<file path="src/rtl/hilo_muldiv_unit_if.sv">
// rtl/hilo_muldiv_unit_if.sv - EX-stage request and committed HI/LO result bundle for the mul/div unit
interface hilo_muldiv_unit_if #(
    parameter int WIDTH = 32
);
    logic             start;
    logic [2:0]       op;
    logic [WIDTH-1:0] a;
    logic [WIDTH-1:0] b;
    logic             flush;
    logic             busy;
    logic             done;
    logic [WIDTH-1:0] HI;
    logic [WIDTH-1:0] LO;

    modport master (output start, op, a, b, flush, input busy, done, HI, LO);
    modport slave  (input start, op, a, b, flush, output busy, done, HI, LO);
endinterface

</file>
<file path="src/rtl/hilo_muldiv_unit.sv">
// rtl/hilo_muldiv_unit.sv - iterative radix-2 multiply/divide unit owning the architectural HI/LO pair
module hilo_muldiv_unit #(
    parameter int               WIDTH    = 32,
    parameter logic [WIDTH-1:0] HILO_RST = '0
) (
    input  logic              clk,
    input  logic              CLR,
    hilo_muldiv_unit_if.slave bus
);
    typedef enum logic [1:0] {S_IDLE, S_RUN, S_FIX} state_t;
    localparam int CW = $clog2(WIDTH);

    state_t             r_state;
    logic [CW-1:0]      r_cnt;
    logic [2*WIDTH-1:0] r_acc;
    logic [WIDTH-1:0]   r_opnd;
    logic [WIDTH-1:0]   r_a;
    logic [WIDTH-1:0]   r_hi;
    logic [WIDTH-1:0]   r_lo;
    logic               r_is_div;
    logic               r_neg_prod;
    logic               r_neg_rem;
    logic               r_div0;
    logic               r_busy;
    logic               r_done;

    logic               w_signed;
    logic               w_sa;
    logic               w_sb;
    logic [WIDTH-1:0]   w_mag_a;
    logic [WIDTH-1:0]   w_mag_b;
    logic [WIDTH:0]     w_sum;
    logic [2*WIDTH:0]   w_sh;
    logic [WIDTH:0]     w_trial;
    logic [2*WIDTH-1:0] w_step;
    logic [2*WIDTH-1:0] w_prod;
    logic [WIDTH-1:0]   w_quo;
    logic [WIDTH-1:0]   w_rem;

    assign w_signed = ~bus.op[0];
    assign w_sa     = w_signed & bus.a[WIDTH-1];
    assign w_sb     = w_signed & bus.b[WIDTH-1];
    assign w_mag_a  = w_sa ? -bus.a : bus.a;
    assign w_mag_b  = w_sb ? -bus.b : bus.b;

    // Multiply keeps {partial product, remaining multiplier bits} in r_acc;
    // divide keeps {partial remainder, dividend bits shifting into quotient}.
    assign w_sum   = {1'b0, r_acc[2*WIDTH-1:WIDTH]} + {1'b0, r_opnd};
    assign w_sh    = {r_acc, 1'b0};
    assign w_trial = w_sh[2*WIDTH:WIDTH] - {1'b0, r_opnd};

    always_comb begin
        w_step = r_acc;
        if (r_is_div) begin
            if (!w_trial[WIDTH])
                w_step = {w_trial[WIDTH-1:0], w_sh[WIDTH-1:1], 1'b1};
            else
                w_step = w_sh[2*WIDTH-1:0];
        end else begin
            if (r_acc[0])
                w_step = {w_sum, r_acc[WIDTH-1:1]};
            else
                w_step = {1'b0, r_acc[2*WIDTH-1:1]};
        end
    end

    assign w_prod = r_neg_prod ? -r_acc : r_acc;
    assign w_quo  = r_neg_prod ? -r_acc[WIDTH-1:0] : r_acc[WIDTH-1:0];
    assign w_rem  = r_neg_rem ? -r_acc[2*WIDTH-1:WIDTH] : r_acc[2*WIDTH-1:WIDTH];

    always_ff @(posedge clk) begin
        if (CLR) begin
            r_state    <= S_IDLE;
            r_cnt      <= '0;
            r_acc      <= '0;
            r_opnd     <= '0;
            r_a        <= '0;
            r_hi       <= HILO_RST;
            r_lo       <= HILO_RST;
            r_is_div   <= 1'b0;
            r_neg_prod <= 1'b0;
            r_neg_rem  <= 1'b0;
            r_div0     <= 1'b0;
            r_busy     <= 1'b0;
            r_done     <= 1'b0;
        end else begin
            r_done <= 1'b0;
            case (r_state)
                S_IDLE: begin
                    if (bus.start && !bus.flush) begin
                        case (bus.op)
                            3'b000, 3'b001, 3'b010, 3'b011: begin
                                r_state    <= S_RUN;
                                r_busy     <= 1'b1;
                                r_cnt      <= CW'(WIDTH - 1);
                                r_is_div   <= bus.op[1];
                                r_neg_prod <= w_sa ^ w_sb;
                                r_neg_rem  <= w_sa;
                                r_div0     <= bus.op[1] && (bus.b == '0);
                                r_a        <= bus.a;
                                r_acc      <= {{WIDTH{1'b0}}, (bus.op[1] ? w_mag_a : w_mag_b)};
                                r_opnd     <= bus.op[1] ? w_mag_b : w_mag_a;
                            end
                            3'b100:  r_hi <= bus.a;
                            3'b101:  r_lo <= bus.a;
                            default: ;
                        endcase
                    end
                end
                S_RUN: begin
                    if (bus.flush) begin
                        r_state <= S_IDLE;
                        r_busy  <= 1'b0;
                    end else begin
                        r_acc <= w_step;
                        r_cnt <= r_cnt - 1'b1;
                        if (r_cnt == '0)
                            r_state <= S_FIX;
                    end
                end
                S_FIX: begin
                    r_state <= S_IDLE;
                    r_busy  <= 1'b0;
                    if (!bus.flush) begin
                        r_done <= 1'b1;
                        // Divide-by-zero result overrides whatever the iteration produced.
                        if (r_div0) begin
                            r_hi <= r_a;
                            r_lo <= '1;
                        end else if (r_is_div) begin
                            r_hi <= w_rem;
                            r_lo <= w_quo;
                        end else begin
                            {r_hi, r_lo} <= w_prod;
                        end
                    end
                end
                default: begin
                    r_state <= S_IDLE;
                    r_busy  <= 1'b0;
                end
            endcase
        end
    end

    assign bus.busy = r_busy;
    assign bus.done = r_done;
    assign bus.HI   = r_hi;
    assign bus.LO   = r_lo;
endmodule
</file>
<file path="src/flat_wrapper.sv">
// flat-port wrapper written by rule: the top's interface ports become plain ports
module hilo_muldiv_unit_flat 
#(
    parameter int               WIDTH    = 32,
    parameter logic [WIDTH-1:0] HILO_RST = '0
)
  (clk, CLR, bus_start, bus_op, bus_a, bus_b, bus_flush, bus_busy, bus_done, bus_HI, bus_LO);
  hilo_muldiv_unit_if #(.WIDTH(WIDTH)) bus_i ();
  input  logic clk;
  input  logic CLR;
  input wire logic [$bits(bus_i.start)-1:0] bus_start;
  input wire logic [$bits(bus_i.op)-1:0] bus_op;
  input wire logic [$bits(bus_i.a)-1:0] bus_a;
  input wire logic [$bits(bus_i.b)-1:0] bus_b;
  input wire logic [$bits(bus_i.flush)-1:0] bus_flush;
  output wire logic [$bits(bus_i.busy)-1:0] bus_busy;
  output wire logic [$bits(bus_i.done)-1:0] bus_done;
  output wire logic [$bits(bus_i.HI)-1:0] bus_HI;
  output wire logic [$bits(bus_i.LO)-1:0] bus_LO;
  assign bus_i.start = bus_start;
  assign bus_i.op = bus_op;
  assign bus_i.a = bus_a;
  assign bus_i.b = bus_b;
  assign bus_i.flush = bus_flush;
  assign bus_busy = bus_i.busy;
  assign bus_done = bus_i.done;
  assign bus_HI = bus_i.HI;
  assign bus_LO = bus_i.LO;
  hilo_muldiv_unit #(.WIDTH(WIDTH), .HILO_RST(HILO_RST)) u_core (.clk(clk), .CLR(CLR), .bus(bus_i));
endmodule
</file>
<file path="config.mk">
export PLATFORM = sky130hd
export DESIGN_NAME = hilo_muldiv_unit_flat
export DESIGN_NICKNAME = d
export VERILOG_FILES = /design/src/rtl/hilo_muldiv_unit_if.sv /design/src/rtl/hilo_muldiv_unit.sv /design/src/flat_wrapper.sv
export SDC_FILE = /design/constraint.sdc
export NUM_CORES = 1
export LEC_CHECK = 0
export ABC_AREA = 1
export CAP_MARGIN = 20
export CELL_PAD_IN_SITES_DETAIL_PLACEMENT = 1
export CELL_PAD_IN_SITES_GLOBAL_PLACEMENT = 2
export CORE_MARGIN = 3
export CORE_UTILIZATION = 31
export DETAILED_ROUTE_END_ITERATION = 6
export GPL_TIMING_DRIVEN = 0
export PLACE_DENSITY_LB_ADDON = 0.1
export SKIP_LAST_GASP = 1
export SLEW_MARGIN = 15
export SYNTH_ARGS = -nofsm -noshare
export SYNTH_HDL_FRONTEND = slang
export SYNTH_SLANG_ARGS = --single-unit
</file>
<file path="constraint.sdc">
create_clock -name clk -period 2.9 [get_ports clk]
set_input_delay 0.58 -clock clk [delete_from_list [all_inputs] [get_ports clk]]
set_output_delay 0.58 -clock clk [all_outputs]
set_load 0.03 [all_outputs]
</file>
==> impl_metrics.env <==
export IMPL_seq_area_frac_synth_pct=20.7
export IMPL_worst_setup_path_start_kind="input port"
export IMPL_drt_iter0_markers=2524
export IMPL_period_share_pct=99.2
export IMPL_syn_area_um2=19800
export IMPL_fin_nets=3863
export IMPL_worst_pin_slew_ns=1.15
export IMPL_vias=25147
export IMPL_regArea_um2=4140
export IMPL_placed_area_um2=22200
export IMPL_path_clk_slew_ns=0.07
export IMPL_finalSetupViolCount=0
export IMPL_track_usage_pct=33.4
export IMPL_post_drt_via_cell_ratio=5.49
export IMPL_synth_edf_count=0
export IMPL_port_buffers=134
export IMPL_syn_to_final_growth_pct=17.4
export IMPL_status="finished clean"
export IMPL_root_buffer="clkbuf_16"
export IMPL_max_stage_delay_ns=0.64
export IMPL_wl_um=115000
export IMPL_wl_per_cell_um=25.2
export IMPL_antenna_found_initial=8
export IMPL_grt_util_met3_pct=4.90
export IMPL_power_leakage_nw=11.2
export IMPL_drv_cap=0
export IMPL_clock_fmax_mhz=348
export IMPL_min_path_type="flop to flop"
export IMPL_design_area_um2=23200
export IMPL_cp_max_fo=10
export IMPL_layout_commonest_cell="nand2_1"
export IMPL_grt_remaining_overflow=0
export IMPL_fin_crit_ns=2.88
export IMPL_avgSynthCellArea_um2=5.56
export IMPL_dp_cells=4537
export IMPL_met2_usage_pct=51.3
export IMPL_power_density_nw_per_um2=578
export IMPL_path_class="input port to flop"
export IMPL_gp_congestion=0.991
export IMPL_endpoint_kind="flop"
export IMPL_layout_common_cells="nand2_1 (985), inv_1 (490), nor2_1 (422), a21oi_1 (322), o21ai_0 (262)"
export IMPL_synthCells=3557
export IMPL_hpwlAfterDp_um=98200
export IMPL_core_area_um2=63100
export IMPL_worstSkewPairLatency_ns=0.58
export IMPL_final_fill_count=8783
export IMPL_critPathSlowestCell="clkdlybuf4s50_1"
export IMPL_ir_drop_uv=387
export IMPL_die_area_um2=66900
export IMPL_num_rows=92
export IMPL_die_height_um=259
export IMPL_htree_levels=1
export IMPL_ys_ff_latch=205
export IMPL_ys_warn_count=0
export IMPL_cp_required_ns=3.35
export IMPL_numCtsBuffers=26
export IMPL_synth_ff_type="dfxtp_1"
export IMPL_initial_core_util_pct=31.4
export IMPL_finalNonFillerCells=4584
export IMPL_arrival_ns=3.33
export IMPL_async_flop_share_pct=0
export IMPL_globalRoute_busiestLayer="met2"
export IMPL_ios=137
export IMPL_first_pass_iters=5
export IMPL_hold_violations=0
export IMPL_max_slew_margin_pct=23.2
export IMPL_cp_top_family="buffers and inverters"
export IMPL_cts_num_sinks=205
export IMPL_crit_chain="clkdlybuf4s50_1 > inv_1 > nand2_1 > inv_1 > clkbuf_1 > o31ai_1 > nand3_1 > nand2_1 > o211ai_1 > a21oi_1"
export IMPL_grt_pass1_vias=24556
export IMPL_die_w_um=259
export IMPL_final_max_slew_viol_count=0
export IMPL_clock_skew_ns=0.0376
export IMPL_multiInputGateArea_um2=13200
export IMPL_drive_gt1_share_pct=5.62
export IMPL_clockBufferDepth=3
export IMPL_grt_start_max_net_pins=14
export IMPL_ctsHoldBuffers=0
export IMPL_synthDistinctLibCells=53
export IMPL_drc=0
export IMPL_grt_pass1_wl_um=165000
export IMPL_drtAntennaViolNets=0
export IMPL_synth_nets=3700
export IMPL_grtUsageMet1_pct=47.9
export IMPL_cts_tree="built"
export IMPL_path_buf_inv=4
[registers in the layout (all words and copies together), names as in the netlist]
register           flops
u_core.bus.HI         32
u_core.bus.LO         32
u_core.bus.busy        1
u_core.bus.done        1
u_core.r_a            32
u_core.r_acc          64
u_core.r_cnt           5
u_core.r_div0          1
u_core.r_is_div        1
u_core.r_neg_prod      1
u_core.r_neg_rem       1
u_core.r_opnd         32
u_core.r_state         2
[cells by family after synthesis]
logic type,after synthesis,synth area share (%)
AO/OA/AOI/OAI,733,20.4
adder cells (fa/ha/maj),72,4.63
flip-flops,205,20.7
AND/OR/NAND/NOR,1824,38.4
buffers and inverters,656,12.9
XOR/XNOR,67,2.96
[layer usage]
layer  share of wire, %  vias to the layer above
met2                 43                      869
met3                7.3                      169
met4                3.6                        0
met5                  0                        -
li1                   -                    11743
met1                 47                    12366
[what timing repair did]
| action | in CTS | in global routing |
|---|---|---|
| setup buffers | 0 | 2 |
| cloned | 0 | 0 |
| pin swaps | 1 | 2 |
| endpoints found under the setup margin | 60 | 75 |
| resized for setup | 19 | 44 |
[synthesized netlist by cell type, types with 8 or more instances]
cell	count	area (um^2)
nand2_1	987	3700
inv_1	492	1850
nor2_1	424	1590
a21oi_1	325	1630
o21ai_0	264	1320
nand3_1	259	1300
dfxtp_1	205	4100
clkbuf_1	108	405
ha_1	70	876
xor2_1	56	490
nand4_1	37	231
nor3_1	36	180
o211ai_1	27	203
a21oi_2	25	219
nand2_2	21	131
inv_2	18	67.6
buf_2	17	85.1
a31oi_1	16	100
o21ai_1	16	80.1
o31ai_1	15	113
nand3b_1	14	105
buf_1	13	48.8
and2_1	11	68.8
xnor2_1	11	96.3
o21bai_1	9	67.6
nor2_2	8	50.1
[power breakdown]
| group | internal, W | switching [W] |
|---|---|---|
| logic | 0.00189 | 0.00452 |
| clock network | 0.00207 | 0.00143 |
| registers | 0.00313 | 0.000374 |
| total | 0.00710 | 0.00632 |
[worst paths after layout]
path	from	to	slack [ns]	cells after the start
setup / recovery	bus_op[0]	u_core.r_acc[26]	0.02	10
hold / removal	u_core.r_a[0]	u_core.r_a[0]	0.47	2
setup reg to reg	u_core.r_acc[0]	u_core.bus.HI[8]	0.09	13
hold reg to reg	u_core.r_a[0]	u_core.r_a[0]	0.47	2
[final cells by class]
class	instances	area share [%]
Clock buffer	34	3.06
Tap cell	846	4.56
Buffer	143	2.71
Multi-Input combinational cell	2696	57.0
Sequential cell	205	17.8
Antenna cell	2	0.0215
Clock inverter	10	0.727
Timing Repair Buffer	136	5.84
Inverter	512	8.30
[through the flow]
step           total power, W  worst slack (ns)  hold WS (ns)  utilization (%)  TNS [ns]
6_report               0.0134            0.0234         0.469             36.8         0
5_1_grt                0.0141          -0.00202         0.497             36.8  -0.00298
4_1_cts                0.0133           0.00243         0.471             36.6         0
3_5_place_dp          0.00974             -1.05         0.461             35.2    -63.13
3_3_place_gp          0.00966             -1.03         0.441             35.2    -58.77
2_1_floorplan         0.00734             0.476         0.430                -         0
[worst min-delay path, stage by stage (launching register included)]
cell,delay [ns]
dfxtp_1,0.30
inv_1,0.06
a21oi_1,0.06
No activity file was read; power rests on OpenSTA's default activity.
